--- config.mk ---
export PLATFORM = sky130hd
export DESIGN_NAME = jtpang_dial_ctrl_flat
export DESIGN_NICKNAME = d
export VERILOG_FILES = /design/src/rtl/jtpang_dial_ctrl_if.sv /design/src/rtl/jtpang_dial_ctrl.sv /design/src/flat_wrapper.sv
export SDC_FILE = /design/constraint.sdc
export NUM_CORES = 1
export LEC_CHECK = 0
export ABC_AREA = 1
export CORE_MARGIN = 2
export CORE_UTILIZATION = 40
export DETAILED_ROUTE_END_ITERATION = 10
export GPL_ROUTABILITY_DRIVEN = 1
export PLACE_DENSITY = 0.67
export SYNTH_ARGS = -nofsm -noshare
export SYNTH_HDL_FRONTEND = slang
export SYNTH_SLANG_ARGS = --single-unit
--- constraint.sdc ---
create_clock -name clk -period 2.6 [get_ports clk]
set_clock_uncertainty 0.1 [all_clocks]
set_input_delay 0.52 -clock clk [delete_from_list [all_inputs] [get_ports clk]]
set_output_delay 0.52 -clock clk [all_outputs]
set_load 0.05 [all_outputs]
--- src/rtl/jtpang_dial_ctrl_if.sv ---
// Dial controller bus: mouse delta/strobe inputs, buttons, CPU select write,
// channel read select, and the registered read/debug outputs.
// master = driver side (CPU + mouse front end); slave = jtpang_dial_ctrl.
interface jtpang_dial_ctrl_if #(
  parameter int CH = 2,
  parameter int DW = 8
);
  localparam int CSW = (CH > 1) ? $clog2(CH) : 1;

  logic [8*CH-1:0]  mouse_dx;   // signed delta per channel, ch n at [8n+7:8n]
  logic [CH-1:0]    mouse_st;   // one-cycle delta strobe per channel
  logic [CH-1:0]    btn;        // fire buttons, active low
  logic             sel_we;     // CPU write strobe to select register
  logic [7:0]       sel_din;    // CPU write data
  logic [CSW-1:0]   ch_sel;     // channel being read
  logic             dial_mode;  // 1 = reads return dial position
  logic [7:0]       dout;       // registered read data
  logic [DW*CH-1:0] pos_dbg;    // live positions, debug only

  modport master (
    output mouse_dx, mouse_st, btn, sel_we, sel_din, ch_sel,
    input  dial_mode, dout, pos_dbg
  );

  modport slave (
    input  mouse_dx, mouse_st, btn, sel_we, sel_din, ch_sel,
    output dial_mode, dout, pos_dbg
  );
endinterface

--- src/rtl/jtpang_dial_ctrl.sv ---
// Dial/mouse controller for the Mitchell main CPU I/O map: accumulates clamped,
// sensitivity-scaled mouse deltas per channel, snapshots all channels coherently
// on a select write, and returns dial position or button/direction status.
// Ports: clk, rst (sync, active high), bus (jtpang_dial_ctrl_if.slave).
// Latency: delta -> pos_dbg 1 cycle; ch_sel/btn -> dout 1 cycle; sel_we -> dout 2 cycles.
// No backpressure: every strobe is accepted every cycle on every channel.
module jtpang_dial_ctrl #(
  parameter int CH   = 2,
  parameter int DW   = 8,
  parameter int SENS = 0,
  parameter int MAXD = 31
) (
  input  logic clk,
  input  logic rst,
  jtpang_dial_ctrl_if.slave bus
);
  localparam int AW = DW + SENS;
  localparam logic signed [7:0] PMAX = 8'(MAXD);
  localparam logic signed [7:0] NMAX = 8'(-MAXD);

  logic [AW-1:0]        acc_q  [CH];
  logic [AW-1:0]        acc_d  [CH];
  logic [DW-1:0]        snap_q [CH];
  logic [DW-1:0]        snap_d [CH];
  logic [CH-1:0]        dir_n_q, dir_n_d;
  logic                 dial_mode_q, dial_mode_d;
  logic [7:0]           dout_q, dout_d;

  logic signed [7:0]    dcl    [CH];
  logic [AW-1:0]        dext   [CH];
  logic [DW-1:0]        pos    [CH];

  logic snap_en, clr_en;
  assign snap_en = bus.sel_we & ~bus.sel_din[7];
  assign clr_en  = bus.sel_we &  bus.sel_din[6];

  // Clamp each delta to +/-MAXD, sign-extend to accumulator width, and
  // expose the scaled position (accumulator with SENS fraction bits dropped).
  always_comb begin
    for (int n = 0; n < CH; n++) begin
      dcl[n] = $signed(bus.mouse_dx[8*n +: 8]);
      if (dcl[n] > PMAX)      dcl[n] = PMAX;
      else if (dcl[n] < NMAX) dcl[n] = NMAX;
      dext[n] = AW'(dcl[n]);
      pos[n]  = acc_q[n][AW-1:SENS];
    end
  end

  always_comb begin
    dial_mode_d = dial_mode_q;
    dir_n_d     = dir_n_q;
    for (int n = 0; n < CH; n++) begin
      acc_d[n]  = acc_q[n];
      snap_d[n] = snap_q[n];
      // Snapshot sees the pre-update position of every channel at once.
      if (snap_en) snap_d[n] = pos[n];
      // Clear drops any same-cycle delta.
      if (clr_en)               acc_d[n] = '0;
      else if (bus.mouse_st[n]) acc_d[n] = acc_q[n] + dext[n];
      // Direction follows the sign of the last non-zero delta, even under clear.
      if (bus.mouse_st[n]) begin
        if (dcl[n] > 8'sd0)      dir_n_d[n] = 1'b0;
        else if (dcl[n] < 8'sd0) dir_n_d[n] = 1'b1;
      end
    end
    if (bus.sel_we) dial_mode_d = ~bus.sel_din[7];
  end

  // Read mux works off registered mode/snapshot, so a select write shows on
  // dout two cycles later; unpopulated channels read as all ones.
  always_comb begin
    dout_d = 8'hff;
    if (int'(bus.ch_sel) < CH) begin
      if (dial_mode_q) dout_d = {snap_q[bus.ch_sel][5:0], 2'b11};
      else             dout_d = {bus.btn[bus.ch_sel], 3'b111, ~dir_n_q[bus.ch_sel], 3'b111};
    end
  end

  always_ff @(posedge clk) begin
    if (rst) begin
      for (int n = 0; n < CH; n++) begin
        acc_q[n]  <= '0;
        snap_q[n] <= '0;
      end
      dir_n_q     <= '1;
      dial_mode_q <= 1'b0;
      dout_q      <= 8'hff;
    end else begin
      for (int n = 0; n < CH; n++) begin
        acc_q[n]  <= acc_d[n];
        snap_q[n] <= snap_d[n];
      end
      dir_n_q     <= dir_n_d;
      dial_mode_q <= dial_mode_d;
      dout_q      <= dout_d;
    end
  end

  always_comb begin
    bus.pos_dbg = '0;
    for (int n = 0; n < CH; n++) bus.pos_dbg[DW*n +: DW] = pos[n];
  end

  assign bus.dial_mode = dial_mode_q;
  assign bus.dout      = dout_q;
endmodule

--- src/flat_wrapper.sv ---
// flat-port wrapper written by rule: the top's interface ports become plain ports
module jtpang_dial_ctrl_flat 
#(
  parameter int CH   = 2,
  parameter int DW   = 8,
  parameter int SENS = 0,
  parameter int MAXD = 31
)
  (clk, rst, bus_mouse_dx, bus_mouse_st, bus_btn, bus_sel_we, bus_sel_din, bus_ch_sel, bus_dial_mode, bus_dout, bus_pos_dbg);
  jtpang_dial_ctrl_if #(.CH(CH), .DW(DW)) bus_i ();
  input  logic clk;
  input  logic rst;
  input wire logic [$bits(bus_i.mouse_dx)-1:0] bus_mouse_dx;
  input wire logic [$bits(bus_i.mouse_st)-1:0] bus_mouse_st;
  input wire logic [$bits(bus_i.btn)-1:0] bus_btn;
  input wire logic [$bits(bus_i.sel_we)-1:0] bus_sel_we;
  input wire logic [$bits(bus_i.sel_din)-1:0] bus_sel_din;
  input wire logic [$bits(bus_i.ch_sel)-1:0] bus_ch_sel;
  output wire logic [$bits(bus_i.dial_mode)-1:0] bus_dial_mode;
  output wire logic [$bits(bus_i.dout)-1:0] bus_dout;
  output wire logic [$bits(bus_i.pos_dbg)-1:0] bus_pos_dbg;
  assign bus_i.mouse_dx = bus_mouse_dx;
  assign bus_i.mouse_st = bus_mouse_st;
  assign bus_i.btn = bus_btn;
  assign bus_i.sel_we = bus_sel_we;
  assign bus_i.sel_din = bus_sel_din;
  assign bus_i.ch_sel = bus_ch_sel;
  assign bus_dial_mode = bus_i.dial_mode;
  assign bus_dout = bus_i.dout;
  assign bus_pos_dbg = bus_i.pos_dbg;
  jtpang_dial_ctrl #(.CH(CH), .DW(DW), .SENS(SENS), .MAXD(MAXD)) u_core (.clk(clk), .rst(rst), .bus(bus_i));
endmodule
==> results.yml <==
layout:
  fill_cells: 469
  antenna_cells: 0
  drive_above_1_share_pct: 32.8
  final_nets: 509
  area_growth_pct: 58.7
critical_path:
  rrSetupSlack_ps: 960
  rr_endpoint: "u_core.acc_q[0][4]"
  cp.required_ps: 2700
  start_kind: "input pin"
  cp_data_arrival_time_ps: 2640
  cp-end-kind: "flip-flop"
  crit_fanout: 4
  rr_worst_depth: 9
  cp_cell_sequence: "buf_2 -> inv_2 -> nor3_2 -> o41ai_2 -> ha_1 -> nor3_2 -> inv_1 -> ha_2 -> fa_2 -> nand3_2 -> nand2_2 -> inv_2 -> or2_4 -> nand3_2 -> o211ai_1 -> inv_1"
  critPathSlowestCell: "ha_1"
  r2r-start: "u_core.acc_q[0][0]"
  cpPeakStageDelay_ps: 380
  critical_path_class: "in2reg"
drt:
  vias: 2581
  viasPerCell: 4.82
  antenna_left: 0
  drc: 0
  dr.pass1.iters: 4
  wire_per_inst_um: 13.1
  wirelength_um: 7000
  drt_iter0_drc: 111
timing:
  post-route-min-period_ps: 2540
  fin_tns_setup_ps: 0
  grt_setup_unrepaired: "true"
  finalWorstSetupSlack_ps: 57.0
  relSlewSlack_pct: 66.2
  whs_ps: 352
  finalHoldViolations: 0
  worstMarginPinSlew_ps: 506
  finalMaxSlewViolations: 0
  post-route-period-util_pct: 97.8
  setup_viol: 0
  max_freq_mhz: 393
power:
  swShare_pct: 35.2
  p_sw_mw: 0.683
  comb_power_share_pct: 38.6
  leakage_nw: 1.87
  power_mw: 1.94
  p_clk_share_pct: 26.7
  seqPwrFrac_pct: 34.7
  power_density_nw_per_um2: 511
  p_int_mw: 1.26
  vdd_ir_drop_max_v: 0.000259
yosys:
  synth_top_area_share_pct: 20.9
  syn_area_per_cell_sq_um: 6.96
  yosysTopAreaCell: "dfxtp_1"
  synth_edf_count: 12
  synthTopCellsByArea: "dfxtp_1, edfxtp_1, nand2_1"
  synth_cell_types: 28
  synth-main-ff-cell: "dfxtp_1"
  synthCells: 344
  yosysMostFrequentCell: "nand2_1"
  synth_seq_cells: 37
  synth.top_cells.by_count: "nand2_1, inv_1, nand3_1, nor2_1, dfxtp_1"
  syn_area_sq_um: 2390
  ys_seq_area_share_pct: 35.9
  async_flop_share_pct: 0
  yosysWarnings: 0
placement:
  place.gp.congestion: 0.872
  dp_slack_ps: -652
  port_buffers: 48
  hpwl_um: 4680
min_path:
  hold_start: "u_core.dir_n_q[1]"
  hold_path_depth: 2
  hold_path.class: "reg2reg"
  whs_endpoint: "u_core.dir_n_q[1]"
grt:
  grt_max_degree: 14
  track_usage_pct: 21.5
  grt_pass1_vias: 2418
  grt_pass1_wl_um: 10900
  overflow: 0
  antenna_found_initial: 0
clock_network:
  cts_sinks: 37
  insertion_delay_ps: 300
  clk_pin_slew_ps: 90
  root_buffer: "clkbuf_8"
  cts_tree: "built"
  cts_max_level: 2
  clock_path_buffers: 2
  cts_buffers: 5
floorplanning:
  io_pins: 57
  start_util_pct: 40.9
  fp-row-count: 28
  dieArea_sq_um: 6620
  dieWidth_um: 81.4
  coreArea_sq_um: 5850
  die_y_um: 81.4
run_status:
  status: "completed"
flow_run:
  maxCapViolCount: 0
==> routing by layer <==
| metal | up-vias | part of all wire [%] | track usage, % |
|---|---|---|---|
| met5 | - | 0 | 0 |
| met4 | 0 | 1.9 | 9.32 |
| met3 | 14 | 4.5 | 4.22 |
| met2 | 60 | 49 | 35.4 |
| met1 | 1191 | 44 | 27.2 |
| li1 | 1316 | - | - |
==> what timing repair did <==
item,CTS,global route
setup endpoints to repair,13,11
hold endpoints to repair,0,0
gates resized for setup,77,34
hold buffers,0,0
pin swaps,26,23
buffers inserted,19,2
==> registers in the layout, summed over array words and instances, names as in the netlist <==
signal / cells
u_core.bus.dial_mode: 1
u_core.bus.dout: 6
u_core.snap_q: 12
u_core.dir_n_q: 2
u_core.acc_q: 16
==> layout by cell type, fill, tap and decap left out, drive strengths merged <==
| cell type | count |
|---|---|
| bufinv | 1 |
| o41ai | 1 |
| dfxtp | 25 |
| fa | 2 |
| o21ai | 16 |
| dlygate4sd2 | 2 |
| conb | 2 |
| nor2 | 29 |
| and2 | 2 |
| nand2 | 80 |
| edfxtp | 12 |
| clkinv | 2 |
| inv | 75 |
| nand3 | 29 |
| a32o | 1 |
| clkinvlp | 1 |
| or2 | 7 |
| dlymetal6s2s | 3 |
| clkdlybuf4s50 | 32 |
| xor2 | 2 |
| nand4 | 8 |
| ha | 16 |
| nor3 | 6 |
| a21oi | 21 |
| clkbuf | 13 |
| o211ai | 4 |
| buf | 68 |
==> worst max path at each step <==
stage / startpoint / end / slack, ps / cells past startpoint
6_report: bus_mouse_dx[5] / u_core.acc_q[0][4] / 60 / 16
5_1_grt: bus_mouse_dx[5] / u_core.acc_q[0][4] / -60 / 16
4_1_cts: bus_mouse_dx[3] / u_core.acc_q[0][4] / 3 / 14
3_5_place_dp: bus_mouse_dx[6] / u_core.acc_q[0][4] / -650 / 16
3_3_place_gp: bus_mouse_dx[6] / u_core.acc_q[0][4] / -580 / 16
2_1_floorplan: bus_mouse_dx[1] / u_core.acc_q[0][4] / -40 / 15
==> critical path, delay by kind of cell <==
kind / cells / cell delay, ps
and+or+nand+nor: 6 / 660
adders and majority gates: 3 / 940
buffers and inverters: 5 / 330
AOI/OAI and AO/OA: 2 / 180
==> layout make-up <==
| cell class | instances | area (sq um) | area share (%) |
|---|---|---|---|
| Tap cell | 75 | 93.8 | 2.47 |
| Sequential cell | 37 | 861 | 22.7 |
| Clock buffer | 5 | 68.8 | 1.81 |
| Timing Repair Buffer | 113 | 936 | 24.6 |
| Inverter | 76 | 288 | 7.57 |
| Multi-Input combinational cell | 226 | 1510 | 39.6 |
| Clock inverter | 3 | 46.3 | 1.22 |
==> cell families (layout without fill, tap and decap cells) <==
logic type      count (synthesis)  after routing  synth area share, %
other cells                     1              2                0.157
xor+xnor                        2              2                0.732
buf+inv                        82            197                 13.2
compound gates                 43             43                 11.0
fa+ha+maj                      18             18                 10.0
simple gates                  161            161                 28.9
flops                          37             37                 35.9
==> metrics by stage <==
step                utilization, %  cells  instance area, sq um
CTS                           63.9    533                  3740
finish                        64.9    535                  3800
global route                  64.9    535                  3800
floorplan                        -    345                  2410
global placement              56.1    506                  3280
detailed placement            56.1    506                  3280
==> power groups by stage <==
| stage | sequential (mW) | combinational (mW) | clock, mW |
|---|---|---|---|
| floorplan | 0.771 | 0.282 | 0 |
| global placement | 0.684 | 0.611 | 0 |
| detailed placement | 0.683 | 0.622 | 0 |
| CTS | 0.673 | 0.708 | 0.525 |
| global route | 0.680 | 0.818 | 0.554 |
| finish | 0.675 | 0.749 | 0.519 |
No activity file was read; power rests on OpenSTA's default activity.
